File: config.mk
export PLATFORM = sky130hd
export DESIGN_NAME = reg32_byte_reader
export DESIGN_NICKNAME = d
export VERILOG_FILES = /design/src/rtl/reg32_byte_reader.sv
export SDC_FILE = /design/constraint.sdc
export NUM_CORES = 1
export LEC_CHECK = 0
export CAP_MARGIN = 5
export CORE_ASPECT_RATIO = 1.2
export CORE_MARGIN = 2
export CORE_UTILIZATION = 25
export CTS_CLUSTER_SIZE = 10
export DETAILED_ROUTE_END_ITERATION = 8
export DONT_BUFFER_PORTS = 1
export GPL_ROUTABILITY_DRIVEN = 0
export PLACE_DENSITY = 0.42
export SETUP_SLACK_MARGIN = 0.5
export SYNTH_ARGS = -nofsm -noshare
export SYNTH_HDL_FRONTEND = slang
export SYNTH_SLANG_ARGS = --single-unit
File: constraint.sdc
create_clock -name clock -period 2.1 [get_ports clock]
set_clock_uncertainty 0.2 [all_clocks]
set_input_delay 0.42 -clock clock [delete_from_list [all_inputs] [get_ports clock]]
set_output_delay 0.42 -clock clock [all_outputs]
set_load 0.03 [all_outputs]
File: src/rtl/reg32_byte_reader.sv
// Streams selected byte lanes of a captured 32-bit word over a valid/ready handshake.
// Optional per-byte parity output is enabled by defining REG32_RD_PARITY_EN.
module reg32_byte_reader #(
  parameter bit MSB_FIRST = 1'b0
) (
  input  logic        clock,
  input  logic        reset,
  input  logic        start,
  input  logic [3:0]  lanemask,
  input  logic [31:0] D,
  input  logic        byte_ready,
  output logic        byte_valid,
  output logic [7:0]  byte_out,
  output logic [1:0]  byte_lane,
  output logic        last,
  output logic        busy,
  output logic        done
`ifdef REG32_RD_PARITY_EN
  ,
  output logic        byte_parity
`endif
);

  localparam logic [1:0] S_IDLE = 2'd0;
  localparam logic [1:0] S_SEND = 2'd1;
  localparam logic [1:0] S_DONE = 2'd2;

  logic [1:0]  state_q, state_d;
  logic [31:0] shadow_q, shadow_d;
  logic [3:0]  pend_q, pend_d;
  logic        valid_q, valid_d;
  logic [7:0]  byte_q, byte_d;
  logic [1:0]  lane_q, lane_d;
  logic        last_q, last_d;
  logic        busy_q, busy_d;
  logic        done_q, done_d;
  logic        parity_q, parity_d;

  logic [3:0]  rem_mask;
  logic [3:0]  mask_sel;
  logic [31:0] word_sel;
  logic [1:0]  sel_lane;
  logic [7:0]  sel_byte;
  logic        sel_last;

  // First pending lane in visit order: lowest set bit, or highest when MSB_FIRST.
  function automatic logic [1:0] pick_lane(input logic [3:0] m);
    logic [1:0] l;
    l = 2'd0;
    if (MSB_FIRST) begin
      for (int i = 0; i < 4; i++)
        if (m[i]) l = 2'(i);
    end else begin
      for (int i = 3; i >= 0; i--)
        if (m[i]) l = 2'(i);
    end
    return l;
  endfunction

  function automatic logic [7:0] lane_byte(input logic [31:0] w, input logic [1:0] l);
    logic [7:0] b;
    case (l)
      2'd0:    b = w[7:0];
      2'd1:    b = w[15:8];
      2'd2:    b = w[23:16];
      default: b = w[31:24];
    endcase
    return b;
  endfunction

  // In IDLE the first lane comes straight from the inputs so it is valid one cycle after start.
  assign rem_mask = pend_q & ~(4'b0001 << lane_q);
  assign mask_sel = (state_q == S_IDLE) ? lanemask : rem_mask;
  assign word_sel = (state_q == S_IDLE) ? D : shadow_q;
  assign sel_lane = pick_lane(mask_sel);
  assign sel_byte = lane_byte(word_sel, sel_lane);
  assign sel_last = ((mask_sel & ~(4'b0001 << sel_lane)) == 4'b0000);

  always_comb begin
    state_d  = state_q;
    shadow_d = shadow_q;
    pend_d   = pend_q;
    valid_d  = valid_q;
    byte_d   = byte_q;
    lane_d   = lane_q;
    last_d   = last_q;
    busy_d   = busy_q;
    done_d   = 1'b0;
    case (state_q)
      S_IDLE: begin
        if (start) begin
          busy_d = 1'b1;
          if (lanemask != 4'b0000) begin
            state_d  = S_SEND;
            shadow_d = D;
            pend_d   = lanemask;
            valid_d  = 1'b1;
            byte_d   = sel_byte;
            lane_d   = sel_lane;
            last_d   = sel_last;
          end else begin
            state_d = S_DONE;
            done_d  = 1'b1;
          end
        end
      end
      S_SEND: begin
        if (valid_q && byte_ready) begin
          pend_d = rem_mask;
          if (rem_mask == 4'b0000) begin
            state_d = S_DONE;
            valid_d = 1'b0;
            byte_d  = 8'h00;
            lane_d  = 2'd0;
            last_d  = 1'b0;
            done_d  = 1'b1;
          end else begin
            byte_d = sel_byte;
            lane_d = sel_lane;
            last_d = sel_last;
          end
        end
      end
      S_DONE: begin
        state_d = S_IDLE;
        busy_d  = 1'b0;
      end
      default: begin
        state_d = S_IDLE;
        valid_d = 1'b0;
        busy_d  = 1'b0;
      end
    endcase
    parity_d = ^byte_d;
  end

  always_ff @(posedge clock or posedge reset) begin
    if (reset) begin
      state_q  <= S_IDLE;
      shadow_q <= 32'h0;
      pend_q   <= 4'h0;
      valid_q  <= 1'b0;
      byte_q   <= 8'h00;
      lane_q   <= 2'd0;
      last_q   <= 1'b0;
      busy_q   <= 1'b0;
      done_q   <= 1'b0;
      parity_q <= 1'b0;
    end else begin
      state_q  <= state_d;
      shadow_q <= shadow_d;
      pend_q   <= pend_d;
      valid_q  <= valid_d;
      byte_q   <= byte_d;
      lane_q   <= lane_d;
      last_q   <= last_d;
      busy_q   <= busy_d;
      done_q   <= done_d;
      parity_q <= parity_d;
    end
  end

  assign byte_valid = valid_q;
  assign byte_out   = byte_q;
  assign byte_lane  = lane_q;
  assign last       = last_q;
  assign busy       = busy_q;
  assign done       = done_q;

`ifdef REG32_RD_PARITY_EN
  assign byte_parity = parity_q;
`else
  logic unused_parity;
  assign unused_parity = parity_q;
`endif

endmodule
-- After elaboration in Yosys (flattened, before gate mapping)
Index checks and enable logic that the tools add are counted.
- reduce and logical (&&, ||, !) cells: 12
- muxes and demuxes: 43
- eq/ne operators: 8
- bitwise logic cells: 6
- shift operators: 2
- operator list (operator ; number):
    32-bit two-way mux ; 1
    8-bit two-way mux ; 4
    2-bit two-way mux ; 12
    8-bit case mux with 3 select lines ; 1
    4-bit two-way mux ; 4
    8-bit case mux with 2 select lines ; 1
    1-bit two-way mux ; 13
    4-bit AND ; 2
    4-bit logical NOT ; 2
    4-bit NOT ; 2
    2-bit case mux with 2 select lines ; 2
    4-bit case mux with 2 select lines ; 1
    1-bit by 2-bit left shift with 4-bit output, first input constant ; 2
    2-bit != test, second input constant ; 3
    1-bit case mux with 2 select lines ; 3
    3-bit AND reduction ; 2
    5-bit AND reduction ; 1
    2-bit by 1-bit equality test with 1-bit output, second input constant ; 2
    2-bit equality test, second input constant ; 2
    2-bit logical NOT ; 2
    4-bit AND reduction ; 1
    4-bit nonzero test ; 1
    1-bit case mux with 3 select lines ; 1
    2-bit by 1-bit != test with 1-bit output, second input constant ; 1
    other kinds (4) ; 5
- register bits: 52
- output and inout port bits: 14
- word-level logic and storage cells: 80

-- Logic depth before layout (Yosys ltp)
- depth in word-level cells: 15
- gate-level depth with buffers: 9

-- Worst setup path before layout
OpenSTA, ideal clock, no wires.
- path kind: reg-to-reg
- from: register lane_q[1], in the netlist byte_lane[1]
- to: register byte_q[1], in the netlist byte_out[1]
- cell stages (with the launch flop): 9
- path buffers: 2
- clock period less this slack: 2.225 ns
- arrival: 1.903 ns
- path slack: -0.125 ns
- required time: 1.778 ns
- cell sequence: dfrtp_1 nand2b_1 a31oi_4 and2_4 buf_6 nor2b_4 buf_6 nand3_1 a32o_1
- longest elaborated chain between the ends: 13
- ends and longest elaborated chain (item ; RTL line ; RTL):
    from (decl) ; 33 ; logic [1:0] lane_q, lane_d;
    from (signal assigned) ; 155 ; lane_q <= lane_d;
    1-bit by 2-bit left shift with 4-bit output (*) ; 72 ; assign rem_mask = pend_q & ~(4'b0001 << lane_q);
    4-bit NOT (*) ; 72 ;
    4-bit AND (*) ; 72 ;
    4-bit two-way mux ; 73 ; assign mask_sel = (state_q == S_IDLE) ? lanemask : rem_mask;
    2-bit two-way mux (4 in series) ; 55 ; if (m[i]) l = 2'(i);
    2-bit equality test (tied with other cells) ; 62 ; case (l)
    8-bit case mux with 3 select lines ; 62 ;
    8-bit two-way mux, on equally long branches ; 110, 93 ;
    8-bit two-way mux, on equally long branches ; 108, 91 ;
    8-bit case mux with 2 select lines (*) ; 89 ; case (state_q)
    to (signal assigned) ; 154 ; byte_q <= byte_d;
    to (decl) ; 32 ; logic [7:0] byte_q, byte_d;
Every way passes the cells marked *; elsewhere a longest branch is shown, timed or not. The select of a mux whose other input is x is not followed.
A chain may end at the register's enable or synchronous reset.

-- Final worst setup path
- from: register state_q[1]
- to: register byte_q[4], in the netlist byte_out[4]
- longest elaborated chain between the ends: 11
- ends and longest elaborated chain (item ; RTL line ; RTL):
    from (decl) ; 28 ; logic [1:0] state_q, state_d;
    from (signal assigned) ; 150 ; state_q <= state_d;
    2-bit logical NOT ; 73, 74, 89 ;
    4-bit two-way mux ; 73 ;
    2-bit two-way mux (4 in series) ; 55 ;
    2-bit equality test (tied with other cells) ; 62 ;
    8-bit case mux with 3 select lines ; 62 ;
    8-bit two-way mux, on equally long branches ; 110, 93 ;
    8-bit two-way mux, on equally long branches ; 108, 91 ;
    8-bit case mux with 2 select lines ; 89 ;
Parallel ways exist; a longest one is shown, timed or not. The select of a mux whose other input is x is not followed.

==> reports/results.tsv <==
metric	value	unit
Mean Syn Cell Area	9.847	um^2
Yosys reg bits	52	
largest net degree at the start of global routing	23	
failing checks	negative setup slack	
clk slew on worst S/H paths	0.07	ns
Critical Path RT	2.09	ns
first-pass GRT wire length	14860	um
Iter 0 DRT Violations	124	
Synth Instances	285	
origin of the worst min-delay path	lanemask[1]	
drc violations	0	
initial antenna violation count	0	
fin worst setup slack	-0.07790	ns
clock sinks	52	
area delta synth->final	39.59	%
maxcap violations	0	
Die Footprint	12090	um^2
R2R setup slack	-0.08	ns
vias after detailed routing	2339	
nets	368	
DR vias/cell	5.074	
Synth Cell Area	2806	um^2
placed inst area	3177	um^2
most common cell after layout, fill and taps aside	nand2_1	
Critical Setup Path Class	register to register	
Layout Cells excl Fill	461	
H-Tree Depth	2	
TritonCTS Buffers	5	
number of flops mapped to enable cells by yosys	0	
synth warn	0	
Period minus WS final	2.178	ns
fin area	3918	um^2
vias in the first global route	2607	
layout cells sized above 1	0.4195	
global route overflow	0	
Distinct cells, synth	38	
clock root buffer	clkbuf_16	
most used flip-flop cell after synthesis	dfrtp_1	
sequential area share after synthesis	0.4637	
hold depth	2	
Reg2Reg Depth	7	
DPL Wire Length	6270	um
post-route clock period utilization	1.037	
total power	7.482	mW
max-slew violation count	0	
CTS tree	built	
most frequent cells in the layout	nand2_1, dfrtp_1, mux2_4	
Tightest Pin Transition	0.5618	ns
die width	100.7	um
endpoints failing setup	7	
I/O Buffers	0	
RSZ-0062 raised after global routing	yes	
CP max FO	6	
Post-Route WL	9251	um
WL/cell	20.07	um
clk_lat worst skew	0.30	ns
# rows	42	
async set or reset register ratio after synthesis	1.000	
outcome	finished, violations left	
crit path launch type	register	
fmax	459.2	MHz
Max Buffers Root-to-Sink	2	
Cells after DPL	433	
worst vdd ir	453.4	uV
relative slew slack	0.6247	
Fin. Hold Viols	0	
GRT Total Usage	0.1631	
fin util	0.3567	
arrival time worst endpoint	2.17	ns
Die H	120.1	um
Routed Antenna Nets	0	
Starting Density	0.2555	
Diodes inserted	0	
first-pass iteration count of the detailed router	4	
R2R Path End	byte_out[4]	
power per cell area	1910	nW/um^2
core area	10980	um^2
Critical Path End Type	register	
total leakage power	1.821	nW
Hold Path Class	input pin to register	
reg2reg start	state_q[1]	
Endpoint, Worst Hold	pend_q[1]	
Ports	54	
syn_nets	325	
what timing repair did:
action / 4_1_cts / 5_1_grt
buffers inserted: 10 / 4
gates cloned: 4 / 1
endpoints found under the setup margin: 53 / 53
hold buffers: 1 / 0
pin swaps: 18 / 13
endpoints found under the hold margin: 19 / 0
gates resized for setup: 87 / 11
logic make-up after synthesis:
group | synth area share
multiplexers | 0.1418
flip-flops | 0.4637
AO/OA/AOI/OAI | 0.1654
buffers and inverters | 0.04280
AND/OR/NAND/NOR | 0.1864
synth_stat cells, types with 6 or more instances:
cell type,count,area [um^2]
nand2_1,78,292.8
dfrtp_1,52,1301
mux2_2,34,382.9
o21ai_0,11,55.05
a32o_1,10,100.1
nand3_1,10,50.05
a21oi_1,9,45.04
clkbuf_1,7,26.28
nor2_1,7,26.28
a221o_1,6,60.06
a31oi_1,6,37.54
buf_2,6,30.03
final cells by class:
cell class | instances | area, um^2
Sequential cell | 52 | 1304
Timing Repair Buffer | 54 | 598.1
Clock buffer | 6 | 138.9
Inverter | 4 | 18.77
Clock inverter | 2 | 10.01
Fill cell | 1115 | 7066
Multi-Input combinational cell | 211 | 1683
Tap cell | 132 | 165.2
power breakdown:
group / internal (mW) / switching, mW / total [mW]
combinational: 2.42 / 2.13 / 4.55
sequential: 1.50 / 0.557 / 2.06
clock: 0.472 / 0.399 / 0.871
per-layer routing:
layer	global-route usage	share of wire
met5	0	0
met4	0.04709	0.019
met1	0.1951	0.40
met3	0.04368	0.053
met2	0.2838	0.52
registers in the layout, indices dropped and copies added, names as in the netlist:
| name | cells |
|---|---|
| pend_q | 4 |
| byte_out | 8 |
| last | 1 |
| byte_lane | 2 |
| shadow_q | 32 |
| state_q | 2 |
| done | 1 |
| busy | 1 |
| byte_valid | 1 |
critical path, cell delays in order (launching register included):
cell	delay, ns
dfrtp_1	0.40
or2_4	0.31
mux2_4	0.26
a21boi_2	0.18
buf_6	0.14
a31oi_1	0.04
a221o_1	0.29
a32o_1	0.25
metrics by stage:
stage	setup TNS [ns]	hold WS, ns	setup slack [ns]
floorplan	-0.4470	0.2750	-0.06502
global placement	-1.359	0.1865	-0.2307
detailed placement	-1.284	0.1757	-0.2344
CTS	-0.3907	0.04951	-0.08402
global route	-1.326	0.04889	-0.1777
finish	-0.4323	0.05208	-0.07790
how the worst max path moves through the flow:
stage	cells past startpoint	end	from	slack [ns]
after CTS	7	byte_out[6]	state_q[1]	-0.08
after global routing	6	byte_out[5]	state_q[1]	-0.18
after detailed placement	7	byte_out[0]	state_q[0]	-0.23
final	7	byte_out[4]	state_q[1]	-0.08
after global placement	7	byte_out[0]	state_q[0]	-0.23
after floorplan	7	byte_out[1]	state_q[1]	-0.07
No activity file was read; power rests on OpenSTA's default activity.
